===== src/rtl/display_pkg.sv =====
// Shared types and default field widths for the display source selector and the time/alarm counters.
package display_pkg;

   typedef enum logic [1:0] {
      HOME = 2'd0,
      ALT  = 2'd1,
      EDIT = 2'd2
   } state_e;

   localparam logic [1:0] EDIT_NONE = 2'd0;
   localparam logic [1:0] EDIT_MIN  = 2'd1;
   localparam logic [1:0] EDIT_HOUR = 2'd2;

   localparam int unsigned DISP_MIN_W  = 7;
   localparam int unsigned DISP_HOUR_W = 5;

endpackage


===== src/rtl/display_source_mux_if.sv =====
// Key/mode inputs, packed hh:mm sources and the registered display outputs.
interface display_source_mux_if #(
   parameter int unsigned NUM_SRC = 4,
   parameter int unsigned MIN_W   = 7,
   parameter int unsigned HOUR_W  = 5
);
   localparam int unsigned SEL_W = $clog2(NUM_SRC);

   logic                       tick;
   logic [SEL_W-1:0]           mode;
   logic [1:0]                 edit_sel;
   logic                       key_act;
   logic [NUM_SRC*MIN_W-1:0]   min_in;
   logic [NUM_SRC*HOUR_W-1:0]  hour_in;
   logic [MIN_W-1:0]           min_out;
   logic [HOUR_W-1:0]          hour_out;
   logic                       min_blank;
   logic                       hour_blank;
   logic [SEL_W-1:0]           src_out;
   logic                       timeout_p;

   modport master (
      output tick, mode, edit_sel, key_act, min_in, hour_in,
      input  min_out, hour_out, min_blank, hour_blank, src_out, timeout_p
   );

   modport slave (
      input  tick, mode, edit_sel, key_act, min_in, hour_in,
      output min_out, hour_out, min_blank, hour_blank, src_out, timeout_p
   );

endinterface


===== src/rtl/disp_blink_timer.sv =====
// Blink phase for the edited field and key-inactivity counter.
// Counter and expire exist only when DISP_AUTORETURN_EN is defined.
module disp_blink_timer #(
   parameter int unsigned TIMEOUT_TICKS = 30
) (
   input  logic clk,
   input  logic rst_n,
   input  logic tick,
   input  logic key_act,
   input  logic mode_chg,
   input  logic in_edit,
   input  logic active,
   output logic phase,
   output logic expire
);

   // Phase sits at 0 outside EDIT, so entry into EDIT always starts dark-free.
   always_ff @(posedge clk or negedge rst_n) begin
      if (!rst_n) begin
         phase <= 1'b0;
      end else if (!in_edit || key_act) begin
         phase <= 1'b0;
      end else if (tick) begin
         phase <= ~phase;
      end
   end

`ifdef DISP_AUTORETURN_EN
   localparam int unsigned    CNT_W   = $clog2(TIMEOUT_TICKS);
   localparam logic [CNT_W-1:0] CNT_MAX = CNT_W'(TIMEOUT_TICKS - 1);

   logic [CNT_W-1:0] cnt_q;
   logic             at_max;

   assign at_max = (cnt_q == CNT_MAX);
   // A key press on the final tick wins over the timeout.
   assign expire = active & tick & at_max & ~key_act;

   always_ff @(posedge clk or negedge rst_n) begin
      if (!rst_n) begin
         cnt_q <= '0;
      end else if (key_act || mode_chg || !active) begin
         cnt_q <= '0;
      end else if (tick && !at_max) begin
         cnt_q <= cnt_q + CNT_W'(1);
      end
   end
`else
   logic unused_cfg;

   assign expire     = 1'b0;
   assign unused_cfg = &{1'b0, mode_chg, active, 32'(TIMEOUT_TICKS)};
`endif

endmodule


===== src/rtl/display_source_mux.sv =====
// Registered hh:mm source selector with edit-field blink and optional auto-return to source 0.
// Auto-return (timeout counter, force flag, timeout_p) is built only with DISP_AUTORETURN_EN.
module display_source_mux
   import display_pkg::*;
#(
   parameter int unsigned NUM_SRC       = 4,
   parameter int unsigned MIN_W         = DISP_MIN_W,
   parameter int unsigned HOUR_W        = DISP_HOUR_W,
   parameter int unsigned TIMEOUT_TICKS = 30
) (
   input logic                 clk,
   input logic                 rst_n,
   display_source_mux_if.slave bus
);

   localparam int unsigned SEL_W = $clog2(NUM_SRC);

   state_e            state_q;
   state_e            state_d;
   logic              mode_chg;
   logic              force_c;
   logic              expire;
   logic              phase;
   logic              in_edit;
   logic              active;
   logic              edit_on;
   logic              src_zero;
   logic [SEL_W-1:0]  eff_src;
   logic [MIN_W-1:0]  min_sel;
   logic [HOUR_W-1:0] hour_sel;

`ifdef DISP_AUTORETURN_EN
   logic [SEL_W-1:0] mode_q;
   logic             force_q;

   always_ff @(posedge clk or negedge rst_n) begin
      if (!rst_n) begin
         mode_q  <= '0;
         force_q <= 1'b0;
      end else begin
         mode_q  <= bus.mode;
         force_q <= force_c;
      end
   end

   // Force takes effect on the expiring tick and drops as soon as mode moves.
   assign mode_chg = (bus.mode != mode_q);
   assign force_c  = expire | (force_q & ~mode_chg);
`else
   assign mode_chg = 1'b0;
   assign force_c  = 1'b0;
`endif

   assign eff_src  = (force_c || (32'(bus.mode) >= NUM_SRC)) ? '0 : bus.mode;
   assign src_zero = (eff_src == '0);
   assign edit_on  = (bus.edit_sel == EDIT_MIN) || (bus.edit_sel == EDIT_HOUR);
   assign in_edit  = (state_q == EDIT);
   assign active   = (state_q != HOME);

   disp_blink_timer #(
      .TIMEOUT_TICKS (TIMEOUT_TICKS)
   ) u_blink_timer (
      .clk      (clk),
      .rst_n    (rst_n),
      .tick     (bus.tick),
      .key_act  (bus.key_act),
      .mode_chg (mode_chg),
      .in_edit  (in_edit),
      .active   (active),
      .phase    (phase),
      .expire   (expire)
   );

   always_ff @(posedge clk or negedge rst_n) begin
      if (!rst_n) state_q <= HOME;
      else        state_q <= state_d;
   end

   always_comb begin
      state_d = state_q;
      unique case (state_q)
         HOME:    if (edit_on) state_d = EDIT; else if (!src_zero) state_d = ALT;
         ALT:     if (edit_on) state_d = EDIT; else if (src_zero)  state_d = HOME;
         EDIT:    if (!edit_on) state_d = src_zero ? HOME : ALT;
         default: state_d = HOME;
      endcase
      if (expire) state_d = HOME;
   end

   // Source mux over the packed hh:mm inputs.
   always_comb begin
      min_sel  = '0;
      hour_sel = '0;
      for (int unsigned i = 0; i < NUM_SRC; i++) begin
         if (eff_src == SEL_W'(i)) begin
            min_sel  = bus.min_in[i*MIN_W +: MIN_W];
            hour_sel = bus.hour_in[i*HOUR_W +: HOUR_W];
         end
      end
   end

   always_ff @(posedge clk or negedge rst_n) begin
      if (!rst_n) begin
         bus.min_out    <= '0;
         bus.hour_out   <= '0;
         bus.src_out    <= '0;
         bus.min_blank  <= 1'b0;
         bus.hour_blank <= 1'b0;
         bus.timeout_p  <= 1'b0;
      end else begin
         bus.min_out    <= min_sel;
         bus.hour_out   <= hour_sel;
         bus.src_out    <= eff_src;
         bus.min_blank  <= in_edit & phase & (bus.edit_sel == EDIT_MIN);
         bus.hour_blank <= in_edit & phase & (bus.edit_sel == EDIT_HOUR);
         bus.timeout_p  <= expire;
      end
   end

endmodule

===== src/flat_wrapper.sv =====
// flat-port wrapper written by rule: the top's interface ports become plain ports
module display_source_mux_flat import display_pkg::*;
#(
   parameter int unsigned NUM_SRC       = 4,
   parameter int unsigned MIN_W         = DISP_MIN_W,
   parameter int unsigned HOUR_W        = DISP_HOUR_W,
   parameter int unsigned TIMEOUT_TICKS = 30
)
  (clk, rst_n, bus_tick, bus_mode, bus_edit_sel, bus_key_act, bus_min_in, bus_hour_in, bus_min_out, bus_hour_out, bus_min_blank, bus_hour_blank, bus_src_out, bus_timeout_p);
  display_source_mux_if #(.NUM_SRC(NUM_SRC), .MIN_W(MIN_W), .HOUR_W(HOUR_W)) bus_i ();
  input logic clk;
  input logic rst_n;
  input wire logic [$bits(bus_i.tick)-1:0] bus_tick;
  input wire logic [$bits(bus_i.mode)-1:0] bus_mode;
  input wire logic [$bits(bus_i.edit_sel)-1:0] bus_edit_sel;
  input wire logic [$bits(bus_i.key_act)-1:0] bus_key_act;
  input wire logic [$bits(bus_i.min_in)-1:0] bus_min_in;
  input wire logic [$bits(bus_i.hour_in)-1:0] bus_hour_in;
  output wire logic [$bits(bus_i.min_out)-1:0] bus_min_out;
  output wire logic [$bits(bus_i.hour_out)-1:0] bus_hour_out;
  output wire logic [$bits(bus_i.min_blank)-1:0] bus_min_blank;
  output wire logic [$bits(bus_i.hour_blank)-1:0] bus_hour_blank;
  output wire logic [$bits(bus_i.src_out)-1:0] bus_src_out;
  output wire logic [$bits(bus_i.timeout_p)-1:0] bus_timeout_p;
  assign bus_i.tick = bus_tick;
  assign bus_i.mode = bus_mode;
  assign bus_i.edit_sel = bus_edit_sel;
  assign bus_i.key_act = bus_key_act;
  assign bus_i.min_in = bus_min_in;
  assign bus_i.hour_in = bus_hour_in;
  assign bus_min_out = bus_i.min_out;
  assign bus_hour_out = bus_i.hour_out;
  assign bus_min_blank = bus_i.min_blank;
  assign bus_hour_blank = bus_i.hour_blank;
  assign bus_src_out = bus_i.src_out;
  assign bus_timeout_p = bus_i.timeout_p;
  display_source_mux #(.NUM_SRC(NUM_SRC), .MIN_W(MIN_W), .HOUR_W(HOUR_W), .TIMEOUT_TICKS(TIMEOUT_TICKS)) u_core (.clk(clk), .rst_n(rst_n), .bus(bus_i));
endmodule

===== config.mk =====
export PLATFORM = sky130hd
export DESIGN_NAME = display_source_mux_flat
export DESIGN_NICKNAME = d
export VERILOG_FILES = /design/src/rtl/display_pkg.sv /design/src/rtl/display_source_mux_if.sv /design/src/rtl/disp_blink_timer.sv /design/src/rtl/display_source_mux.sv /design/src/flat_wrapper.sv
export SDC_FILE = /design/constraint.sdc
export NUM_CORES = 1
export LEC_CHECK = 0
export ABC_AREA = 0
export BUFFER_PORTS_ARGS = -buffer_cell sky130_fd_sc_hd__buf_2
export CORE_UTILIZATION = 33
export DETAILED_ROUTE_END_ITERATION = 8
export HOLD_SLACK_MARGIN = 0.12
export PLACE_DENSITY = 0.73
export SYNTH_ARGS = -nofsm -noshare
export SYNTH_HDL_FRONTEND = slang
export SYNTH_SLANG_ARGS = --single-unit

===== constraint.sdc =====
create_clock -name clk -period 0.8 [get_ports clk]
set_input_delay 0.16 -clock clk [delete_from_list [all_inputs] [get_ports clk]]
set_output_delay 0.16 -clock clk [all_outputs]
set_load 0.01 [all_outputs]

==> key figures <==
Logic synthesis
  – Cells after Synth: 47
  – Post-synth top area cell: dfrtp_1
  – Post-synth EDFFs: 0
  – Most common cell in the netlist: dfrtp_1
  – YS warnings: 0
  – Register bit count reported by yosys: 19
  – Syn Area/Cell: around 18 um^2
  – Mapped cell area: a little under 900 um^2
  – Synth area leaders: dfrtp_1 (55%), mux4_2 (23%), mux4_1 (9.1%)
  – Top_reg_cell synth: dfrtp_1
  – Mapped Nets: about 110
  – Sequential-to-total area share from yosys stat: 0.548
  – Yosys top cell area share: 0.548
  – Async S/R FF share, synth: 1.00
  – Synth cell count leaders: dfrtp_1 (19), mux4_2 (9), mux4_1 (3)
  – Synth unique cells: 15

Global route
  – GRT Total Usage: 0.142
  – Vias in the first global route: approximately 700
  – Global route overflow: 0
  – Largest net degree at the start of global routing: 20
  – Initial antenna violation count: 0
  – Global-route wire length before repair: roughly 2.8 mm

STA
  – Setup violations, final: 16
  – Max-slew violations: 0
  – Worst Slack Setup Final: -175 ps
  – Clk_skew: between 3 and 4 ps
  – Final hold violations: 0
  – Maximum clock rate: between 1000 and 1500 MHz
  – Tmin final: ~980 ps
  – RSZ-0062 raised after global routing: yes
  – Final period util: 1.22

Clock network
  – H-tree depth: 1
  – Clock Latency Late Sink: ~290 ps
  – Reg clk slew, reported paths: about 110 ps
  – Clock sinks: 19
  – Root buf cell: clkbuf_4
  – Num CTS Buffers: 3
  – CTS tree: done
  – Longest Clk Path Bufs: 2

Critical path
  – CP Buf/Inv Count: 1
  – Crit-path leading delay family: flip-flops
  – Crit-path max cell delay: just under 400 ps
  – R2R depth: 2
  – Worst Setup SP: u_core.bus.min_out[4]
  – Crit path max fanout: 1
  – Setup crit end: bus_min_out[4]
  – CP Data Required Time: 640 ps
  – Critical path arrival: approximately 800 ps
  – Critical Path Sink Type: output port
  – Sequence of cells on the critical path: buf_2
  – Critical R2R Capture: u_core.u_blink_timer.phase
  – Reg-to-reg slack, setup: 0 ps
  – Startpoint types: flip-flop
  – Highest-delay cell along the critical path: dfrtp_1
  – Reg2reg start: u_core.u_blink_timer.phase
  – CP Depth: 1
  – Kind of critical path: flip-flop to output port

Floorplan
  – Die width: around 53 um
  – Starting Density: 0.350
  – Die Footprint: 2840 um^2
  – Chip height: between 50 and 60 um
  – Num rows: 18
  – Num ports: 73
  – Core ar.: 2480 um^2

Layout
  – Fin cells: 156
  – P&R area growth vs syn: 56.9%
  – Util after Layout: 0.549
  – Share of post-route cells with drive strength above 1: 0.762
  – # diodes: 0
  – Layout net count: 185
  – Fin area: 1360 um^2

Route
  – DR WL/cell: roughly 13 um
  – Metal3 WL: about 130 um
  – DRT iter0 DRCs: 12
  – Via Count: roughly 720
  – Post-Route WL: roughly 2 mm
  – WL met2: 1.10 mm
  – Highest metal used: met4
  – Initial DRT Pass Iterations: 4
  – # DRC: 0
  – Post-DR vias/cell: roughly 4.6
  – Post-DRT Antenna Nets: 0
  – M1 WL: between 700 and 800 um

Power and ir drop
  – Leak: between 0.6 and 0.7 nW
  – VDD IR max: a little under 0.0008 V
  – P_sw: slightly above 0.0005 W
  – Clock power share: 0.233
  – Flop pwr share: 0.521
  – Final Power: between 0.002 and 0.0025 W
  – Combinational share of power: 0.246
  – P_int: 0.00155 W
  – Pwr/cell area: between 1500 and 2000 nW/um^2
  – Switching share of power: 0.248

Place
  – Inst Count DP: 150
  – Placer Congestion: around 0.66
  – Pre-CTS WS: -271 ps
  – Dpl cell area: around 1300 um^2
  – IO buf count: 71
  – DP Wirelength: roughly 1.6 mm

Outcome
  – Failing checks: negative setup slack
  – Status: finished with violations

Hold path
  – Worst hold path type: input port to flip-flop

Flow run
  – Max_cap viols: 0
through the flow:
stage	hold slack [ps]	setup TNS [ps]
finish	152	-2520
global route	126	-3430
CTS	138	-2800
detailed placement	118	-3190
global placement	108	-2960
floorplan	-136	-803
power groups by stage:
stage                     clock, W  sequential (W)  combinational (W)
after global routing      0.000563         0.00108           0.000554
after global placement           0         0.00108           0.000460
after detailed placement         0         0.00109           0.000475
final                     0.000480         0.00107           0.000506
after floorplan                  0         0.00113           0.000169
after CTS                 0.000505         0.00107           0.000493
logic make-up after synthesis:
family,after synthesis,synth area share
fa+ha+maj,2,0.0289
simple gates,4,0.0303
compound gates,3,0.0173
flops,19,0.548
buf+inv,5,0.0361
mux,12,0.325
other cells,1,0.00432
xor+xnor,1,0.0101
how the worst min path moves through the flow:
stage          cells past startpoint                          to     start  slack, ps
3_3_place_gp                       1       u_core.bus.min_out[2]     rst_n        110
4_1_cts                            3  u_core.u_blink_timer.phase  bus_tick        140
6_report                           3  u_core.u_blink_timer.phase  bus_tick        150
2_1_floorplan                      0       u_core.bus.hour_blank     rst_n       -140
3_5_place_dp                       1       u_core.bus.min_out[1]     rst_n        120
5_1_grt                            3  u_core.u_blink_timer.phase  bus_tick        130
layer usage:
metal	up-vias	global-route usage
met4	0	0.0833
met3	2	0.0172
met5	-	0
li1	336	-
met2	39	0.235
met1	340	0.175
flip-flops by register name, summed over array words and instances (netlist names):
| name | cells |
|---|---|
| u_core.bus.hour_blank | 1 |
| u_core.bus.hour_out | 5 |
| u_core.bus.min_blank | 1 |
| u_core.bus.min_out | 7 |
| u_core.bus.src_out | 2 |
| u_core.state_q | 2 |
| u_core.u_blink_timer.phase | 1 |
layout by cell type (no fill, tap or decap):
cell and count:
a21oi_1 1, a21oi_2 1, and3_4 2, buf_12 1, buf_2 69, buf_4 4
buf_6 2, clkbuf_1 1, clkbuf_4 3, conb_1 1, dfrtp_1 19, dlygate4sd3_1 2
ha_1 2, inv_1 2, mux4_2 12, nor2b_4 1, nor3b_2 1, o21ai_0 1
xnor2_1 1
layout make-up:
type	count	area (um^2)
Clock buffer	4	26.3
Inverter	2	7.51
Multi-Input combinational cell	23	375
Sequential cell	19	475
Timing Repair Buffer	78	438
Tap cell	30	37.5
Fill cell	221	1120
timing repair:
action / CTS / global route
setup buffers: 0 / 0
hold endpoints to repair: 20 / 0
resized for setup: 3 / 5
hold buffers: 2 / 0
pin swaps: 0 / 2
setup endpoints to repair: 19 / 20
No activity file was read; power rests on OpenSTA's default activity.
